<file path="src/rtl/vga_timing.sv">
// rtl/vga_timing.sv - 640x480@60 VGA raster timing, blanked colour and sync outputs
// Optional colour-bar source enabled by defining VGA_TIMING_TESTPATTERN_EN.
module vga_timing #(
    parameter int CLK_DIV  = 2,
    parameter int H_ACTIVE = 640,
    parameter int H_FP     = 16,
    parameter int H_SYNC   = 96,
    parameter int H_BP     = 48,
    parameter int V_ACTIVE = 480,
    parameter int V_FP     = 10,
    parameter int V_SYNC   = 2,
    parameter int V_BP     = 33,
    parameter bit SYNC_POL = 1'b0
) (
    input  logic        clk,
    input  logic        rst_,
    input  logic        en,
`ifdef VGA_TIMING_TESTPATTERN_EN
    input  logic        pattern_en,
`endif
    input  logic [11:0] px_color,
    output logic        pix_ce,
    output logic [9:0]  hpos,
    output logic [9:0]  vpos,
    output logic        active,
    output logic        line_start,
    output logic        frame_start,
    output logic [11:0] vga_color,
    output logic        vga_hs,
    output logic        vga_vs
);

    localparam int H_TOTAL = H_ACTIVE + H_FP + H_SYNC + H_BP;
    localparam int V_TOTAL = V_ACTIVE + V_FP + V_SYNC + V_BP;
    localparam int DIV_W   = (CLK_DIV > 1) ? $clog2(CLK_DIV) : 1;

    localparam logic [DIV_W-1:0] DIV_LAST = DIV_W'(CLK_DIV - 1);
    localparam logic [9:0] H_LAST   = 10'(H_TOTAL - 1);
    localparam logic [9:0] V_LAST   = 10'(V_TOTAL - 1);
    localparam logic [9:0] H_ACT    = 10'(H_ACTIVE);
    localparam logic [9:0] V_ACT    = 10'(V_ACTIVE);
    localparam logic [9:0] HS_FIRST = 10'(H_ACTIVE + H_FP);
    localparam logic [9:0] HS_LAST  = 10'(H_ACTIVE + H_FP + H_SYNC - 1);
    localparam logic [9:0] VS_FIRST = 10'(V_ACTIVE + V_FP);
    localparam logic [9:0] VS_LAST  = 10'(V_ACTIVE + V_FP + V_SYNC - 1);

    if (H_TOTAL > 1024 || V_TOTAL > 1024 || H_SYNC == 0 || V_SYNC == 0 || CLK_DIV == 0) begin : g_cfg_err
        $error("vga_timing: unsupported timing parameters");
    end

    logic [DIV_W-1:0] div_q, div_d;
    logic [9:0]       hpos_q, hpos_d;
    logic [9:0]       vpos_q, vpos_d;
    logic [11:0]      color_q;
    logic             hs_q, vs_q;
    logic             pix_ce_w, active_w, h_wrap, v_wrap, hs_on, vs_on;
    logic [11:0]      src_color;

    assign pix_ce_w = en && (div_q == DIV_LAST);
    assign active_w = (hpos_q < H_ACT) && (vpos_q < V_ACT);
    assign h_wrap   = (hpos_q == H_LAST);
    assign v_wrap   = (vpos_q == V_LAST);
    assign hs_on    = (hpos_q >= HS_FIRST) && (hpos_q <= HS_LAST);
    assign vs_on    = (vpos_q >= VS_FIRST) && (vpos_q <= VS_LAST);

    always_comb begin
        div_d  = div_q;
        hpos_d = hpos_q;
        vpos_d = vpos_q;
        if (en) begin
            div_d = (div_q == DIV_LAST) ? '0 : div_q + 1'b1;
        end
        if (pix_ce_w) begin
            if (h_wrap) begin
                hpos_d = '0;
                vpos_d = v_wrap ? '0 : vpos_q + 1'b1;
            end else begin
                hpos_d = hpos_q + 1'b1;
            end
        end
    end

`ifdef VGA_TIMING_TESTPATTERN_EN
    localparam int BAR_W  = H_ACTIVE / 8;
    localparam int BAR_CW = (BAR_W > 1) ? $clog2(BAR_W) : 1;
    localparam logic [BAR_CW-1:0] BAR_LAST = BAR_CW'(BAR_W - 1);

    if (H_ACTIVE % 8 != 0) begin : g_bar_err
        $error("vga_timing: H_ACTIVE must be a multiple of 8 for the test pattern");
    end

    logic [BAR_CW-1:0] bar_px_q, bar_px_d;
    logic [2:0]        bar_q, bar_d;

    // Bar index tracks hpos/BAR_W incrementally so no divider is needed.
    always_comb begin
        bar_px_d = bar_px_q;
        bar_d    = bar_q;
        if (pix_ce_w) begin
            if (h_wrap) begin
                bar_px_d = '0;
                bar_d    = '0;
            end else if (hpos_q < H_ACT) begin
                if (bar_px_q == BAR_LAST) begin
                    bar_px_d = '0;
                    bar_d    = bar_q + 1'b1;
                end else begin
                    bar_px_d = bar_px_q + 1'b1;
                end
            end
        end
    end

    always_ff @(posedge clk or negedge rst_) begin
        if (!rst_) begin
            bar_px_q <= '0;
            bar_q    <= '0;
        end else begin
            bar_px_q <= bar_px_d;
            bar_q    <= bar_d;
        end
    end

    assign src_color = pattern_en ? {{4{bar_q[2]}}, {4{bar_q[1]}}, {4{bar_q[0]}}} : px_color;
`else
    assign src_color = px_color;
`endif

    // Output stage samples the pre-increment position, so it lags hpos/vpos by one pixel.
    always_ff @(posedge clk or negedge rst_) begin
        if (!rst_) begin
            div_q   <= '0;
            hpos_q  <= '0;
            vpos_q  <= '0;
            color_q <= '0;
            hs_q    <= ~SYNC_POL;
            vs_q    <= ~SYNC_POL;
        end else begin
            div_q  <= div_d;
            hpos_q <= hpos_d;
            vpos_q <= vpos_d;
            if (pix_ce_w) begin
                color_q <= active_w ? src_color : 12'h000;
                hs_q    <= hs_on ? SYNC_POL : ~SYNC_POL;
                vs_q    <= vs_on ? SYNC_POL : ~SYNC_POL;
            end
        end
    end

    assign pix_ce      = pix_ce_w;
    assign hpos        = hpos_q;
    assign vpos        = vpos_q;
    assign active      = active_w;
    assign line_start  = pix_ce_w && h_wrap;
    assign frame_start = pix_ce_w && h_wrap && v_wrap;
    assign vga_color   = color_q;
    assign vga_hs      = hs_q;
    assign vga_vs      = vs_q;

endmodule

</file>
<file path="config.mk">
export PLATFORM = sky130hd
export DESIGN_NAME = vga_timing
export DESIGN_NICKNAME = d
export VERILOG_FILES = /design/src/rtl/vga_timing.sv
export SDC_FILE = /design/constraint.sdc
export NUM_CORES = 1
export LEC_CHECK = 0
export ABC_AREA = 1
export BUFFER_PORTS_ARGS = -buffer_cell sky130_fd_sc_hd__clkbuf_2
export CORE_UTILIZATION = 23
export DETAILED_ROUTE_END_ITERATION = 10
export PLACE_DENSITY = 0.49
export SLEW_MARGIN = 20
export SYNTH_ARGS = -nofsm -noshare
export SYNTH_HDL_FRONTEND = slang
export SYNTH_SLANG_ARGS = --single-unit
</file>
<file path="constraint.sdc">
create_clock -name clk -period 3.15 [get_ports clk]
set_input_delay 0.1575 -clock clk [delete_from_list [all_inputs] [get_ports clk]]
set_output_delay 0.1575 -clock clk [all_outputs]
set_load 0.005 [all_outputs]
</file>
[Word level (Yosys, flattened, before mapping)]
Index checks and enable logic that the tools add are counted.
Storage, ports and cells
  latch bits: 0
  memories kept: 0
  flip-flop bits (word level): 35
  ROM bits: 0
  input bits: 15
  output and inout bits: 38
  logic and storage cells: 30
  RAM bits: 0
Cells by class
  reduce and logical (&&, ||, !) cells: 7
  divide/modulo/power cells: 0
  order comparisons: 6
  shift operators: 0
  muxes and demuxes: 6
  add/sub/neg operators: 3
  multipliers: 0
  eq/ne operators: 2
  bitwise gates (word level): 0
Operators by type and width (number)
  adder 10 x 1 -> 10 bit (second input constant): 2
  == test 10 bit (second input constant): 2
  two-way mux 10 bit: 2
  two-way mux 12 bit: 1
  greater-or-equal comparator 10 bit (second input constant): 1
  greater-or-equal comparator 10 x 9 -> 1 bit (second input constant): 1
  less-or-equal comparator 10 bit (second input constant): 1
  less-or-equal comparator 10 x 9 -> 1 bit (second input constant): 1
  less-than comparator 10 bit (second input constant): 1
  less-than comparator 10 x 9 -> 1 bit (second input constant): 1
  logical AND 1 bit: 6
  two-way mux 1 bit: 3
  AND reduction 2 bit: 1
  adder 1 bit (second input constant): 1

[Logic depth before layout (Yosys ltp)]
Gate-level depths: netlist (run 1).
  word-level depth: 3
  gate-level depth with buffers: 9
  gate-level depth less buffers: 9

[Least setup slack after synthesis (run 1)]
Ideal clock, no wire load.
  path kind: reg-to-reg
  start: reg hpos_q[0] (netlist: hpos[0])
  end: reg vpos_q[6] (netlist: vpos[6])
  path slack: 1.719 ns
  library setup time: 0.119 ns
  buffers on the path: 1
  required time: 3.031 ns
  period minus slack after synthesis: 1.431 ns
  cell stages (with the launch flop): 10
  data arrival time: 1.312 ns
  cells stage by stage: dfrtp_1 ha_1 nand2_1 nor2_4 nand4_4 nor2_8 inv_4 buf_6 nand2_1 o21ai_2
Between the ends
  cells in the longest elaborated chain, start to end: 2
RTL lines
  from (decl): line 52  | logic [9:0] hpos_q, hpos_d;
  from (signal assigned): line 140  | hpos_q <= hpos_d;
  == test 10 bit: line 61  | assign h_wrap = (hpos_q == H_LAST);
  AND reduction 2 bit (no source line)
  to (signal assigned): line 141  | vpos_q <= vpos_d;
  to (decl): line 53  | logic [9:0] vpos_q, vpos_d;
Every way passes these cells.
A chain may end at the register's enable or synchronous reset.

[Worst setup path in the final report (run 1)]
  start: reg div_q
  end: out frame_start
Between the ends
  cells in the longest elaborated chain, start to end: 3
RTL lines
  from (decl): line 51  | logic [DIV_W-1:0] div_q, div_d;
  from (signal assigned): line 139  | div_q <= div_d;
  logical AND 1 bit: line 59  | assign pix_ce_w = en && (div_q == DIV_LAST);
  logical AND 1 bit (2 in a row): line 155  | assign frame_start = pix_ce_w && h_wrap && v_wrap;
  to (decl): line 27  | output logic frame_start,
Every way passes these cells.

==> results.toml, run 1 <==
[status]
status = "complete, but fails checks"
violations = "negative hold slack"

[die]
ioPinCount = 53
core-area_um2 = 7890
die_h_um = 93.3
num_rows = 32
initial_core_util_pct = 24.3
dieWidth_um = 93.3
die_area_um2 = 8700

[clock_tree]
cts_max_path_buffers = 2
clkSinkCount = 35
cts_hold_buf = 0
cts_root_buf = "clkbuf_8"
cts_tree = "yes"
htree_levels = 2
post-cts-setup-buffers = 0
ctsResizeCount = 0
clk_pin_slew_worst_paths_ns = 0.07
cts_buffers = 5
clk_latency_ns = 0.29

[critical_path]
cp.required_ns = 2.99
cp_data_arrival_time_ns = 1.95
startpoint_type = "flip-flop"
cp-end-kind = "output pin"
path_class = "reg2out"
r2r-end = "hpos[5]"
critPathMaxFanout = 26
r2r-start = "div_q"
rr_worst_depth = 7
rrSetupSlack_ns = 1.43

[finish]
diodes = 0
drive_gt1_share_pct = 24.8
utilization_pct = 30.1
final_nets = 320
nFillCells = 859
syn_to_final_growth_pct = 24.0

[detailed_routing]
drt-total-wl_mm = 4.88
first_iter_violations = 87
first_pass_iters = 4
post_drt_wl_per_cell_um = 12.1
antenna_left = 0
vias = 1756
post-route-drc-count = 0
via_per_inst = 4.35

[min_path]
hp-class = "in2async"

[sta]
period_share_pct = 66.8
setup-tns-final_ns = 0
rsz0062_at_grt = "no"
setup_viol = 0
holdWs_ns = -0.0261
tightest_slew_ns = 0.879
slew_viol_final = 0
slew_headroom_pct = 41.4
min_period_ns = 2.10
fmax_ghz = 0.475
worst_clock_skew_ns = 0.00586
hold_viol = 26

[yosys]
syn_inst = 249
syn_area_um2 = 1920
yosysUniqueCellTypes = 29
synth-edff-count = 0
synth_top_cell_by_area = "dfrtp_1"
async_flop_share_pct = 100
synth.area.top_cells = "dfrtp_1, nand2_1, nor2_1"
ys_ff_latch = 35
synth_seq_area_share_pct = 45.9
dominantRegCellSynth = "dfrtp_1"
synth.net_count = 268
synth.avg_cell_area_um2 = 7.69
yosysTopAreaCellShare_pct = 43.1
ys_warn_count = 0

[global_routing]
grt_first_pass_wirelength_mm = 8.05
antenna_found_initial = 0
grt_pass1_vias = 1616
track_usage_pct = 11.9
grt_max_degree = 36
grt-ovfl-total = 0

[placement]
dp_hpwl_mm = 3.64
io_buffers = 52
gp_congestion = 0.790

[power_and_ir_drop]
p_leak_nw = 1.21
ir_drop_v = 0.000203
power_density_nw_per_um2 = 566

[job]
maxCapViolations = 0
## cell usage after synthesis, types with 2 or more instances
| master | instances |
|---|---|
| o21ai_2 | 3 |
| nand4_1 | 8 |
| nor2_4 | 2 |
| o21ai_0 | 20 |
| buf_2 | 4 |
| dfstp_2 | 2 |
| xnor2_1 | 4 |
| a21oi_1 | 2 |
| inv_1 | 23 |
| nand2_1 | 76 |
| nand3_1 | 17 |
| nor2_1 | 29 |
| nand2_2 | 2 |
| inv_2 | 2 |
| dfrtp_1 | 33 |
| ha_1 | 4 |
| nor3_1 | 6 |
## flip-flops by register name (all words and copies together) (netlist names)
register and count:
vga_color 12, vpos 10, hpos 10, vga_vs 1
div_q 1, vga_hs 1
## power by group
part	switching, mW	internal [mW]
Clock	0.172	0.236
Combinational	0.192	0.127
Sequential	0.0899	0.526
Total	0.455	0.889
## per-stage QoR
stage,setup WS [ns],cell area (um2),power (mW),cells
after floorplan,1.72,1920,0.796,249
after global placement,1.35,2260,0.950,396
after detailed placement,1.33,2260,0.954,396
after CTS,1.00,2380,1.37,404
after global routing,0.752,2380,1.44,404
final,1.05,2380,1.34,404
## worst max-delay path, stage by stage (launching register included)
cell      delay (ns)
dfrtp_1         0.36
nand2_2         0.27
inv_2           0.43
nand2_1         0.13
inv_1           0.10
nand2_1         0.12
nor2_1          0.11
clkbuf_2        0.12
## how the worst max path moves through the flow
stage,start,to,depth (start not counted)
after floorplan,hpos[0],vpos[6],9
after global placement,div_q,frame_start,7
after detailed placement,div_q,frame_start,7
after CTS,div_q,frame_start,7
after global routing,div_q,frame_start,7
final,div_q,frame_start,7
## cell type report
type,count,area [um2],share of cell area (%)
Multi-Input combinational cell,181,897,37.8
Sequential cell,35,878,37.0
Timing Repair Buffer,52,260,11.0
Tap cell,102,128,5.37
Inverter,26,100,4.21
Clock buffer,5,68.8,2.90
Clock inverter,3,43.8,1.84
## routing by layer
| metal | global-route usage, % | vias to the layer above | wire (um) |
|---|---|---|---|
| met5 | 0 | - | 0 |
| met4 | 3.08 | 0 | 38 |
| met3 | 3.90 | 4 | 301 |
| met2 | 18.5 | 49 | 2180 |
| met1 | 16.0 | 802 | 2360 |
| li1 | - | 901 | - |
## cells in the final DEF, fill, tap and decap left out, types with 2 or more instances in the layout
cell / Yosys / routed
a21oi_1: 2 / 2
clkbuf_2: 1 / 52
clkbuf_8: 0 / 5
dfrtp_1: 33 / 33
dfstp_2: 2 / 2
ha_1: 4 / 4
inv_1: 23 / 23
inv_2: 2 / 2
nand2_1: 76 / 76
nand2_2: 2 / 2
nand3_1: 17 / 17
nand4_1: 8 / 8
nor2_1: 29 / 29
nor2_4: 2 / 2
nor3_1: 6 / 6
o21ai_0: 20 / 20
o21ai_2: 3 / 3
xnor2_1: 4 / 4
## kinds of logic after synthesis
group	synth area share, %
DFF	45.9
xor gates and xnor gates	2.29
adders and majority gates	2.61
buffers and inverters	7.32
and+or+nand+nor	33.8
AOI/OAI and AO/OA	8.10
(Power assumes the default switching activity.)
==> run 2, diff against run 1 <==
- clock period: 3.15 -> 2 ns (I/O delays scaled with it)
==> run 2 against run 1 <==
Net effect:
- critical endpoint is now active
- clock power up 61%
- highest routed layer unchanged
- setup slack worse by 0.83 ns
- non-clock buffer count up 6
- power up 59%
- core utilization up 0.63 points
- die area unchanged
- the run now ends clean
- design area up 2.1%
- global-route usage up 0.67 points
- flip-flop and latch count unchanged
==> results.toml, run 2 (synthesis gave the netlist of run 1 again) <==
[critical_path]
r2r-start = "vpos[6]"
cp_data_arrival_time_ns = 1.69
cp-endpoint = "active"
cp.required_ns = 1.90
path_class = "reg2out"
startpoint_type = "flip-flop"
rrSetupSlack_ns = 0.40
crit_start = "vpos[6]"
cp-end-kind = "output pin"
r2r-end = "vga_color[5]"
rr_worst_depth = 6
critPathMaxFanout = 8

[die]
initial_core_util_pct = 24.3
dieWidth_um = 93.3
num_rows = 32
ioPinCount = 53
core-area_um2 = 7890
die_area_um2 = 8700
die_h_um = 93.3

[clock_tree]
cts_max_path_buffers = 2
cts_tree = "yes"
cts_buffers = 5
cts_root_buf = "clkbuf_8"
clk_pin_slew_worst_paths_ns = 0.09
htree_levels = 2
clk_latency_ns = 0.29
clkSinkCount = 35

[finish]
multiInputGateArea_um2 = 900
nFillCells = 873
diodes = 0
layout_common_cells = "nand2_1, clkbuf_2, dfrtp_1, nor2_1, inv_1"
drive_gt1_share_pct = 26.3
final_nets = 326
regArea_um2 = 878
largest_reg_flops = 12
final_common_cell = "nand2_1"
design_area_um2 = 2430
syn_to_final_growth_pct = 26.6

[placement]
gp_congestion = 0.757
dpl_cell_area_um2 = 2290
dp_hpwl_mm = 3.58
io_buffers = 52

[global_routing]
grt_pass1_vias = 1693
grt_first_pass_wirelength_mm = 8.43
grtUsageMet3_pct = 4.07
met1_usage_pct = 16.1
use_met2_pct = 20.1
antenna_found_initial = 0
grt-ovfl-total = 0
grt_max_degree = 36
busiest_layer = "met2"
track_usage_pct = 12.6

[sta]
slew_viol_final = 0
slew_headroom_pct = 68.2
setup-tns-final_ns = 0
holdWs_ns = 0.0512
worst_clock_skew_ns = 0.0144
tightest_slew_ns = 0.477
rsz0062_at_grt = "no"
min_period_ns = 1.79
setup_viol = 0
hold_viol = 0
fmax_ghz = 0.560
period_share_pct = 89.3

[detailed_routing]
first_pass_iters = 4
first_iter_violations = 99
via_per_inst = 4.36
vias = 1786
post-route-drc-count = 0
drt-total-wl_mm = 5.02
post_drt_wl_per_cell_um = 12.2
antenna_left = 0

[power_and_ir_drop]
ir_drop_v = 0.000252
power_density_nw_per_um2 = 880
p_leak_nw = 1.24
p_total_mw = 2.13

[job]
maxCapViolations = 0

[min_path]
hp-class = "in2reg"
hold_depth = 3

[status]
status = "finished, final reports clean"
[run 2: final cells by class]
cell class                 instances  area share (%)
multi-input combinational        181            37.1
sequential                        35            36.2
inverter                          26            4.13
tap                              102            5.26
clock inverter                     3            1.81
clock buffer                       5            2.84
timing repair buffer              58            12.7
[run 2: worst min-delay path by stage]
stage	from	endpoint	slack, ns
detailed placement	rst_	hpos[1]	0.18
finish	px_color[6]	vga_color[6]	0.05
global route	px_color[3]	vga_color[3]	0.05
CTS	px_color[3]	vga_color[3]	0.05
global placement	rst_	hpos[1]	0.18
floorplan	rst_	div_q	-0.20
[run 2: per-stage QoR]
stage                     std cells  utilization (%)  setup slack (ns)
after floorplan                 249                -             0.569
after global placement          399             29.0             0.367
after detailed placement        399             29.0             0.358
after CTS                       408             30.5            0.0475
after global routing            410             30.8            0.0121
final                           410             30.8             0.214
[run 2: worst max-delay path, cell delays in order (launching register included)]
cell and delay, ns:
dfrtp_1 0.48, nand2_1 0.10, nor2_1 0.24, nand2_1 0.11
nand4_1 0.26, inv_1 0.07, clkbuf_2 0.12
[run 2: layer usage]
metal,part of all wire (%),vias to the layer above
met5,0,-
met4,0.64,0
met3,5.8,4
met2,46,47
met1,48,828
li1,-,907
[run 2: power by group]
group | internal, mW | leakage, nW | switching [mW]
registers | 0.829 | 0.419 | 0.135
clock network | 0.372 | 0.0581 | 0.285
logic | 0.211 | 0.758 | 0.303
total | 1.41 | 1.24 | 0.723
[run 2: what timing repair did]
action,4_1_cts,5_1_grt
resized for setup,0,1
buffers inserted,0,2
endpoints found under the hold margin,33,0
endpoints found under the setup margin,0,2
hold buffers,1,0
